==> src/rtl/uart_rx_fifo.sv <==
// ============================================================================
// uart_rx_fifo
// ----------------------------------------------------------------------------
// Oversampling UART receiver with a small character FIFO on its output.
//
// Each character is received in this order: falling-edge start detection,
// a glitch check at mid start bit, 5..8 data bits (LSB first), an optional
// odd/even parity bit, and 1 or 2 stop bits. It is then pushed into the FIFO
// together with its parity-error, framing-error and break flags. The consumer
// reads the FIFO head through a valid/ready handshake.
//
// Optional build macro:
//   RX_MAJORITY_VOTE_EN - each bit is the 2-of-3 majority of three
//                         consecutive ticks centred on mid-bit, instead of a
//                         single mid-bit sample.
//
// Parameters:
//   MAX_UART_DATA_W  rx_data_o width (>= 8); bits above 7 read 0
//   OVERSAMPLE       baud_en_i ticks per bit (even, 8..32)
//   FIFO_DEPTH       character entries (power of two, >= 2)
//   TOTAL_CONF_WIDTH conf = {data_sel[1:0], stop2, parity_odd, parity_en}
//
// Ports:
//   clk_i            clock
//   rst_ni           asynchronous active-low reset
//   baud_en_i        oversample tick, one clk wide
//   rx_en_i          receiver enable (0 aborts a frame in progress)
//   uart_rx_i        synchronised Rx line, idle high
//   rx_conf_i        frame format, latched at each start bit
//   rx_ready_i       consumer ready; pop on rx_valid_o & rx_ready_i
//   rx_clr_i         clears rx_overrun_o
//   rx_valid_o       FIFO head valid
//   rx_data_o        head character
//   rx_parity_err_o  head character parity error
//   rx_frame_err_o   head character had a stop bit sampled 0
//   rx_break_o       head character is a break condition
//   rx_busy_o        receiver FSM is not idle
//   rx_overrun_o     sticky: a character was dropped because the FIFO was full
//   rx_level_o       FIFO occupancy, 0..FIFO_DEPTH
// ============================================================================
module uart_rx_fifo #(
    parameter int MAX_UART_DATA_W  = 8,
    parameter int OVERSAMPLE       = 16,
    parameter int FIFO_DEPTH       = 4,
    parameter int TOTAL_CONF_WIDTH = 5
) (
    input  logic                          clk_i,
    input  logic                          rst_ni,
    input  logic                          baud_en_i,
    input  logic                          rx_en_i,
    input  logic                          uart_rx_i,
    input  logic [TOTAL_CONF_WIDTH-1:0]   rx_conf_i,
    input  logic                          rx_ready_i,
    input  logic                          rx_clr_i,
    output logic                          rx_valid_o,
    output logic [MAX_UART_DATA_W-1:0]    rx_data_o,
    output logic                          rx_parity_err_o,
    output logic                          rx_frame_err_o,
    output logic                          rx_break_o,
    output logic                          rx_busy_o,
    output logic                          rx_overrun_o,
    output logic [$clog2(FIFO_DEPTH):0]   rx_level_o
);

    localparam int CNT_W = $clog2(OVERSAMPLE);
    localparam int PTR_W = $clog2(FIFO_DEPTH);
    localparam int LVL_W = PTR_W + 1;

    localparam logic [CNT_W-1:0] CNT_MAX = CNT_W'(OVERSAMPLE - 1);

`ifdef RX_MAJORITY_VOTE_EN
    // The vote needs the tick after the nominal sample point, so every
    // decision lands one tick later. The start decision tick stands in for
    // count 0 of the first data bit, hence the data counter restarts at 1.
    localparam logic [CNT_W-1:0] START_CNT     = CNT_W'(OVERSAMPLE / 2);
    localparam logic [CNT_W-1:0] SAMPLE_CNT    = '0;
    localparam logic [CNT_W-1:0] DATA_CNT_INIT = CNT_W'(1);
`else
    localparam logic [CNT_W-1:0] START_CNT     = CNT_W'(OVERSAMPLE / 2 - 1);
    localparam logic [CNT_W-1:0] SAMPLE_CNT    = CNT_MAX;
    localparam logic [CNT_W-1:0] DATA_CNT_INIT = '0;
`endif

    typedef enum logic [2:0] {
        ST_IDLE,
        ST_START,
        ST_DATA,
        ST_PARITY,
        ST_STOP,
        ST_PUSH
    } state_t;

    typedef struct packed {
        logic       brk;
        logic       frame_err;
        logic       parity_err;
        logic [7:0] data;
    } entry_t;

    // ------------------------------------------------------------------------
    // Bit value at the sample point
    // ------------------------------------------------------------------------
    logic bit_val;

`ifdef RX_MAJORITY_VOTE_EN
    logic [1:0] hist_q;     // line on the previous two ticks, [1] is older

    always_ff @(posedge clk_i or negedge rst_ni) begin
        if (!rst_ni) begin
            hist_q <= 2'b11;
        end else if (baud_en_i) begin
            hist_q <= {hist_q[0], uart_rx_i};
        end
    end

    assign bit_val = (hist_q[1] & hist_q[0]) |
                     (hist_q[1] & uart_rx_i) |
                     (hist_q[0] & uart_rx_i);
`else
    assign bit_val = uart_rx_i;
`endif

    // ------------------------------------------------------------------------
    // Receive FSM
    // ------------------------------------------------------------------------
    state_t                      state_q;
    logic                        busy_q;
    logic [CNT_W-1:0]            cnt_q;
    logic [2:0]                  bit_cnt_q;
    logic [7:0]                  data_q;
    logic [TOTAL_CONF_WIDTH-1:0] conf_q;
    logic                        par_bit_q;
    logic                        par_err_q;
    logic                        frame_err_q;

    logic                        parity_en;
    logic                        parity_odd;
    logic                        stop2;
    logic [2:0]                  last_bit;
    logic [CNT_W-1:0]            cnt_wrap;

    assign parity_en  = conf_q[0];
    assign parity_odd = conf_q[1];
    assign stop2      = conf_q[2];
    assign last_bit   = 3'd4 + {1'b0, conf_q[4:3]};
    assign cnt_wrap   = (cnt_q == CNT_MAX) ? '0 : cnt_q + CNT_W'(1);

    always_ff @(posedge clk_i or negedge rst_ni) begin
        if (!rst_ni) begin
            state_q     <= ST_IDLE;
            busy_q      <= 1'b0;
            cnt_q       <= '0;
            bit_cnt_q   <= '0;
            data_q      <= '0;
            conf_q      <= '0;
            par_bit_q   <= 1'b0;
            par_err_q   <= 1'b0;
            frame_err_q <= 1'b0;
        end else begin
            case (state_q)
                ST_IDLE: begin
                    if (baud_en_i && rx_en_i && !uart_rx_i) begin
                        state_q     <= ST_START;
                        busy_q      <= 1'b1;
                        conf_q      <= rx_conf_i;
                        cnt_q       <= '0;
                        bit_cnt_q   <= '0;
                        data_q      <= '0;
                        par_bit_q   <= 1'b0;
                        par_err_q   <= 1'b0;
                        frame_err_q <= 1'b0;
                    end
                end

                // One clk regardless of ticks; the FIFO side consumes the
                // entry during this cycle.
                ST_PUSH: begin
                    state_q <= ST_IDLE;
                    busy_q  <= 1'b0;
                end

                default: begin
                    if (baud_en_i) begin
                        if (!rx_en_i) begin
                            state_q <= ST_IDLE;
                            busy_q  <= 1'b0;
                        end else begin
                            cnt_q <= cnt_wrap;
                            case (state_q)
                                ST_START: begin
                                    if (cnt_q == START_CNT) begin
                                        if (bit_val) begin
                                            state_q <= ST_IDLE;     // glitch
                                            busy_q  <= 1'b0;
                                        end else begin
                                            state_q <= ST_DATA;
                                            cnt_q   <= DATA_CNT_INIT;
                                        end
                                    end
                                end
                                ST_DATA: begin
                                    if (cnt_q == SAMPLE_CNT) begin
                                        data_q[bit_cnt_q] <= bit_val;
                                        if (bit_cnt_q == last_bit) begin
                                            bit_cnt_q <= '0;
                                            state_q   <= parity_en ? ST_PARITY : ST_STOP;
                                        end else begin
                                            bit_cnt_q <= bit_cnt_q + 3'd1;
                                        end
                                    end
                                end
                                ST_PARITY: begin
                                    if (cnt_q == SAMPLE_CNT) begin
                                        par_bit_q <= bit_val;
                                        par_err_q <= bit_val != (^data_q ^ parity_odd);
                                        state_q   <= ST_STOP;
                                    end
                                end
                                ST_STOP: begin
                                    if (cnt_q == SAMPLE_CNT) begin
                                        if (!bit_val) begin
                                            frame_err_q <= 1'b1;
                                        end
                                        // Leave on the last stop sample so a
                                        // start edge right after it is seen.
                                        if (stop2 && bit_cnt_q == 3'd0) begin
                                            bit_cnt_q <= 3'd1;
                                        end else begin
                                            state_q <= ST_PUSH;
                                        end
                                    end
                                end
                                default: ;
                            endcase
                        end
                    end
                end
            endcase
        end
    end

    assign rx_busy_o = busy_q;

    // ------------------------------------------------------------------------
    // Character FIFO
    // ------------------------------------------------------------------------
    entry_t             mem_q [FIFO_DEPTH];
    logic [PTR_W-1:0]   wr_ptr_q, wr_ptr_d;
    logic [PTR_W-1:0]   rd_ptr_q, rd_ptr_d;
    logic [LVL_W-1:0]   level_q, level_d;
    logic               overrun_q, overrun_d;

    logic               head_valid_q;
    logic [MAX_UART_DATA_W-1:0] head_data_q;
    logic               head_perr_q;
    logic               head_ferr_q;
    logic               head_brk_q;

    logic               push_req;
    logic               full;
    logic               pop;
    logic               push;
    entry_t             push_entry;
    entry_t             rd_entry;

    assign push_req = (state_q == ST_PUSH);
    assign full     = (level_q == LVL_W'(FIFO_DEPTH));
    assign pop      = head_valid_q & rx_ready_i;
    // A pop in the same cycle frees the slot, so a full FIFO still accepts.
    assign push     = push_req & (~full | pop);

    assign push_entry.brk        = (data_q == 8'h00) && (!parity_en || !par_bit_q) && frame_err_q;
    assign push_entry.frame_err  = frame_err_q;
    assign push_entry.parity_err = par_err_q;
    assign push_entry.data       = data_q;

    assign wr_ptr_d  = push ? wr_ptr_q + PTR_W'(1) : wr_ptr_q;
    assign rd_ptr_d  = pop  ? rd_ptr_q + PTR_W'(1) : rd_ptr_q;
    assign level_d   = level_q + LVL_W'(push) - LVL_W'(pop);
    // A new drop wins over a simultaneous clear.
    assign overrun_d = (push_req & full & ~pop) ? 1'b1 :
                       (rx_clr_i ? 1'b0 : overrun_q);

    // Next head entry. When the FIFO goes to exactly one entry with a push,
    // that entry is the one being written this cycle and is not in mem_q yet.
    always_comb begin
        rd_entry = mem_q[rd_ptr_d];
        if (push && (rd_ptr_d == wr_ptr_q)) begin
            rd_entry = push_entry;
        end
    end

    always_ff @(posedge clk_i) begin
        if (push) begin
            mem_q[wr_ptr_q] <= push_entry;
        end
    end

    always_ff @(posedge clk_i or negedge rst_ni) begin
        if (!rst_ni) begin
            wr_ptr_q     <= '0;
            rd_ptr_q     <= '0;
            level_q      <= '0;
            overrun_q    <= 1'b0;
            head_valid_q <= 1'b0;
            head_data_q  <= '0;
            head_perr_q  <= 1'b0;
            head_ferr_q  <= 1'b0;
            head_brk_q   <= 1'b0;
        end else begin
            wr_ptr_q     <= wr_ptr_d;
            rd_ptr_q     <= rd_ptr_d;
            level_q      <= level_d;
            overrun_q    <= overrun_d;
            head_valid_q <= (level_d != '0);
            if (level_d != '0) begin
                head_data_q <= MAX_UART_DATA_W'(rd_entry.data);
                head_perr_q <= rd_entry.parity_err;
                head_ferr_q <= rd_entry.frame_err;
                head_brk_q  <= rd_entry.brk;
            end else begin
                head_data_q <= '0;
                head_perr_q <= 1'b0;
                head_ferr_q <= 1'b0;
                head_brk_q  <= 1'b0;
            end
        end
    end

    assign rx_valid_o      = head_valid_q;
    assign rx_data_o       = head_data_q;
    assign rx_parity_err_o = head_perr_q;
    assign rx_frame_err_o  = head_ferr_q;
    assign rx_break_o      = head_brk_q;
    assign rx_overrun_o    = overrun_q;
    assign rx_level_o      = level_q;

endmodule

==> config.mk <==
export PLATFORM = sky130hd
export DESIGN_NAME = uart_rx_fifo
export DESIGN_NICKNAME = d
export VERILOG_FILES = /design/src/rtl/uart_rx_fifo.sv
export SDC_FILE = /design/constraint.sdc
export NUM_CORES = 1
export LEC_CHECK = 0
export CAP_MARGIN = 20
export CORE_ASPECT_RATIO = 0.6
export CORE_UTILIZATION = 59
export CTS_CLUSTER_SIZE = 16
export DETAILED_ROUTE_END_ITERATION = 10
export GPL_TIMING_DRIVEN = 1
export PLACE_DENSITY_LB_ADDON = 0.08
export SYNTH_ARGS = -nofsm -noshare
export SYNTH_HDL_FRONTEND = slang
export SYNTH_SLANG_ARGS = --single-unit
==> constraint.sdc <==
create_clock -name clk_i -period 4.16 [get_ports clk_i]
set_clock_uncertainty 0.05 [all_clocks]
set_input_delay 1.04 -clock clk_i [delete_from_list [all_inputs] [get_ports clk_i]]
set_output_delay 1.04 -clock clk_i [all_outputs]
set_load 0.1 [all_outputs]
==> flow_summary_export.csv <==
group,metric,value,unit
yosys,synth_compound_area_frac,0.112,
timing,finalHoldViolCount,0,
worst_setup_path,crit_path_start_kind,"input port",
die,die-area,7680,µm²
cts,cts-resized-gates,0,
yosys,yosys_most_used_dff,"dfrtp_1",
yosys,synth_nets,359,
cts,numCtsBuffers,9,
grt,grt_max_degree,48,
grt,grt_pass1_vias,2587,
power,power_leakage,0.00194,µW
worst_setup_path,cp.arrival,3880,ps
cts,clock-root-buffer,"clkbuf_16",
final_layout,area_growth,15.1,%
yosys,seq_area_frac_synth,0.578,
timing,slew_headroom,0.333,
timing,finalSetupViolCount,0,
final_layout,drive_above_1_share,0.144,
die,initial_core_util,0.628,
placed_design,dp_slack,-89.1,ps
timing,clock.fmax,270,MHz
cts,postCtsSetupBuffers,0,
timing,fin_ws,455,ps
yosys,synth.largest_area_cell,"edfxtp_1",
cts,clkSinkCount,91,
worst_setup_path,r2r_setup_slack,830,ps
cts,hold_buffers,0,
cts,insertion_delay,340,ps
yosys,ys_seq_elements,91,
yosys,yosysMostFrequentCell,"dfrtp_1",
die,die_height,68.3,µm
yosys,synth_top_area_share,0.306,
yosys,async_flop_share,0.516,
die,die_w,112,µm
routing,num_vias,2754,
worst_hold_path,min_path_type,"reg -> reg",
yosys,synthCells,333,
routing,vias_per_cell,6.05,
job,drv_cap,0,
yosys,synth-edff-count,44,
routing,drt_iter0_markers,214,
yosys,synthAdderAreaFrac,0.0423,
final_layout,fin_cells,455,
worst_setup_path,end_kind,"flip-flop",
cts,clk_pin_slew,60,ps
timing,rsz0062_at_grt,"false",
worst_setup_path,path_class,"in -> reg",
grt,overflow,0,
power,pwr_density_cell,784,nW/µm²
yosys,synth_cell_type_count,53,
yosys,synth_top_family_by_area,"compound AO/OA/AOI/OAI gates",
timing,period_minus_slack,3700,ps
yosys,synthMuxAreaShare,0.0904,
routing,firstDrtPassIters,4,
cts,htree_levels,3,
cts,cts_tree,"yes",
routing,wl_per_cell,18.5,µm
placed_design,routabilityCongestion,0.821,
routing,ant_nets,0,
timing,worstMarginPinSlew,998,ps
routing,wirelength,8410,µm
yosys,synth_warnings,0,
grt,antenna_found_initial,0,
yosys,yosys.area_share.simple,0.103,
grt,grt_usage,0.254,
worst_setup_path,crit_required,4330,ps
placed_design,dp_cells,438,
die,pin_count,29,
yosys,synthTopCellsByCount,"47 x dfrtp_1, 44 x edfxtp_1, 25 x o21ai_0",
yosys,synthTopCellsByArea,"edfxtp_1 31%, dfrtp_1 27%, mux4_2 4.7%",
die,coreArea,6880,µm²
status,status,"completed",
timing,drv_slew,0,
final_layout,num_antenna_cells,0,
timing,finalCritPeriodShare,0.891,
die,placementRows,23,
grt,grt_pass1_wl,14100,µm
worst_setup_path,cp_max_fo,11,
placed_design,post-dp-hpwl,5660,µm
placed_design,port_buffers,28,
power,peakVddDrop,425,µV
routing,drc,0,
yosys,synth_xor_xnor_area_share,0.0301,
yosys,syn_area,4320,µm²
yosys,avgSynthCellArea,13.0,µm²
final_layout,finalNetCount,389,
cts,cts_buffer_depth,2,
metrics by stage:
stage          power (µW)  hold slack [ps]  TNS, ps  cell area, µm²  utilization
2_1_floorplan        2730              431        0            4320            -
3_3_place_gp         3060              409        0            4650        0.676
3_5_place_dp         3100              420     -825            4650        0.676
4_1_cts              3910              435        0            4950        0.719
5_1_grt              4120              464        0            4970        0.723
6_report             3900              430        0            4970        0.723
placed cells by master, fill, tap and decap left out, types with 3 or more instances in the layout:
master           Yosys  routed
o21ai_0             25      25
and2_1               5       5
inv_1               23      23
nand2_1             19      19
ha_1                13      13
clkbuf_16            0       9
and3_1               4       4
a22o_1              15      15
clkdlybuf4s50_1      0      27
nor3_1               9       9
dfrtp_1             47      47
nor2_1              18      18
mux2_2               8       8
o31ai_1              3       3
a211oi_1             3       3
nand3_1              9       9
xnor2_1             11      11
buf_4                2       6
a21oi_1              5       5
a31oi_1              4       4
edfxtp_1            44      44
o211ai_1             3       3
mux4_2               9       9
mux2i_1              3       3
registers in the layout, indices dropped and copies added (netlist names), 2 cells and up:
register    cells
mem_q          44
data_q          8
rx_data_o       8
conf_q          5
cnt_q           4
bit_cnt_q       3
rx_level_o      3
state_q         3
rd_ptr_q        2
wr_ptr_q        2
kinds of logic after synthesis:
kind of cell,after synthesis
muxes,23
AOI/OAI and AO/OA,69
and+or+nand+nor,81
buffers and inverters,41
DFF,91
xor gates and xnor gates,14
adders and majority gates,14
per-layer routing:
| layer | vias to the layer above | GRT usage | routed length [µm] |
|---|---|---|---|
| li1 | 1288 | - | - |
| met1 | 1364 | 0.373 | 4210 |
| met2 | 95 | 0.367 | 3650 |
| met3 | 7 | 0.0797 | 495 |
| met4 | 0 | 0.0700 | 60 |
| met5 | - | 0 | 0 |
power by group:
group	total, µW	internal (µW)	switching, µW
Combinational	1810	687	1120
Sequential	1290	1130	166
Clock	797	466	331
cell type report:
type	count	area (µm²)
Clock inverter	6	67.6
Fill cell	450	1910
Inverter	25	95.1
Clock buffer	10	229
Tap cell	87	109
Sequential cell	91	2500
Timing Repair Buffer	35	340
Multi-Input combinational cell	201	1630
worst max-delay path, stage by stage:
cell	delay [ps]
clkdlybuf4s50_1	490
nand2_2	100
a21oi_4	130
inv_1	50
ha_1	280
inv_1	60
ha_1	130
inv_1	50
fa_1	370
xnor2_1	150
xnor2_1	150
or3_4	340
and2_1	280
a22o_1	260
final timing paths:
| kind | cells after the start | from | endpoint |
|---|---|---|---|
| max | 14 | rx_ready_i | rx_data_o[0] |
| min | 1 | rx_busy_o | rx_busy_o |
| max reg2reg | 13 | state_q[2] | rx_data_o[0] |
| min reg2reg | 1 | rx_busy_o | rx_busy_o |
| max in group asynchronous | 2 | rst_ni | rx_overrun_o |
| min in group asynchronous | 1 | rst_ni | data_q[6] |
Power figures use the tool's default switching activity.
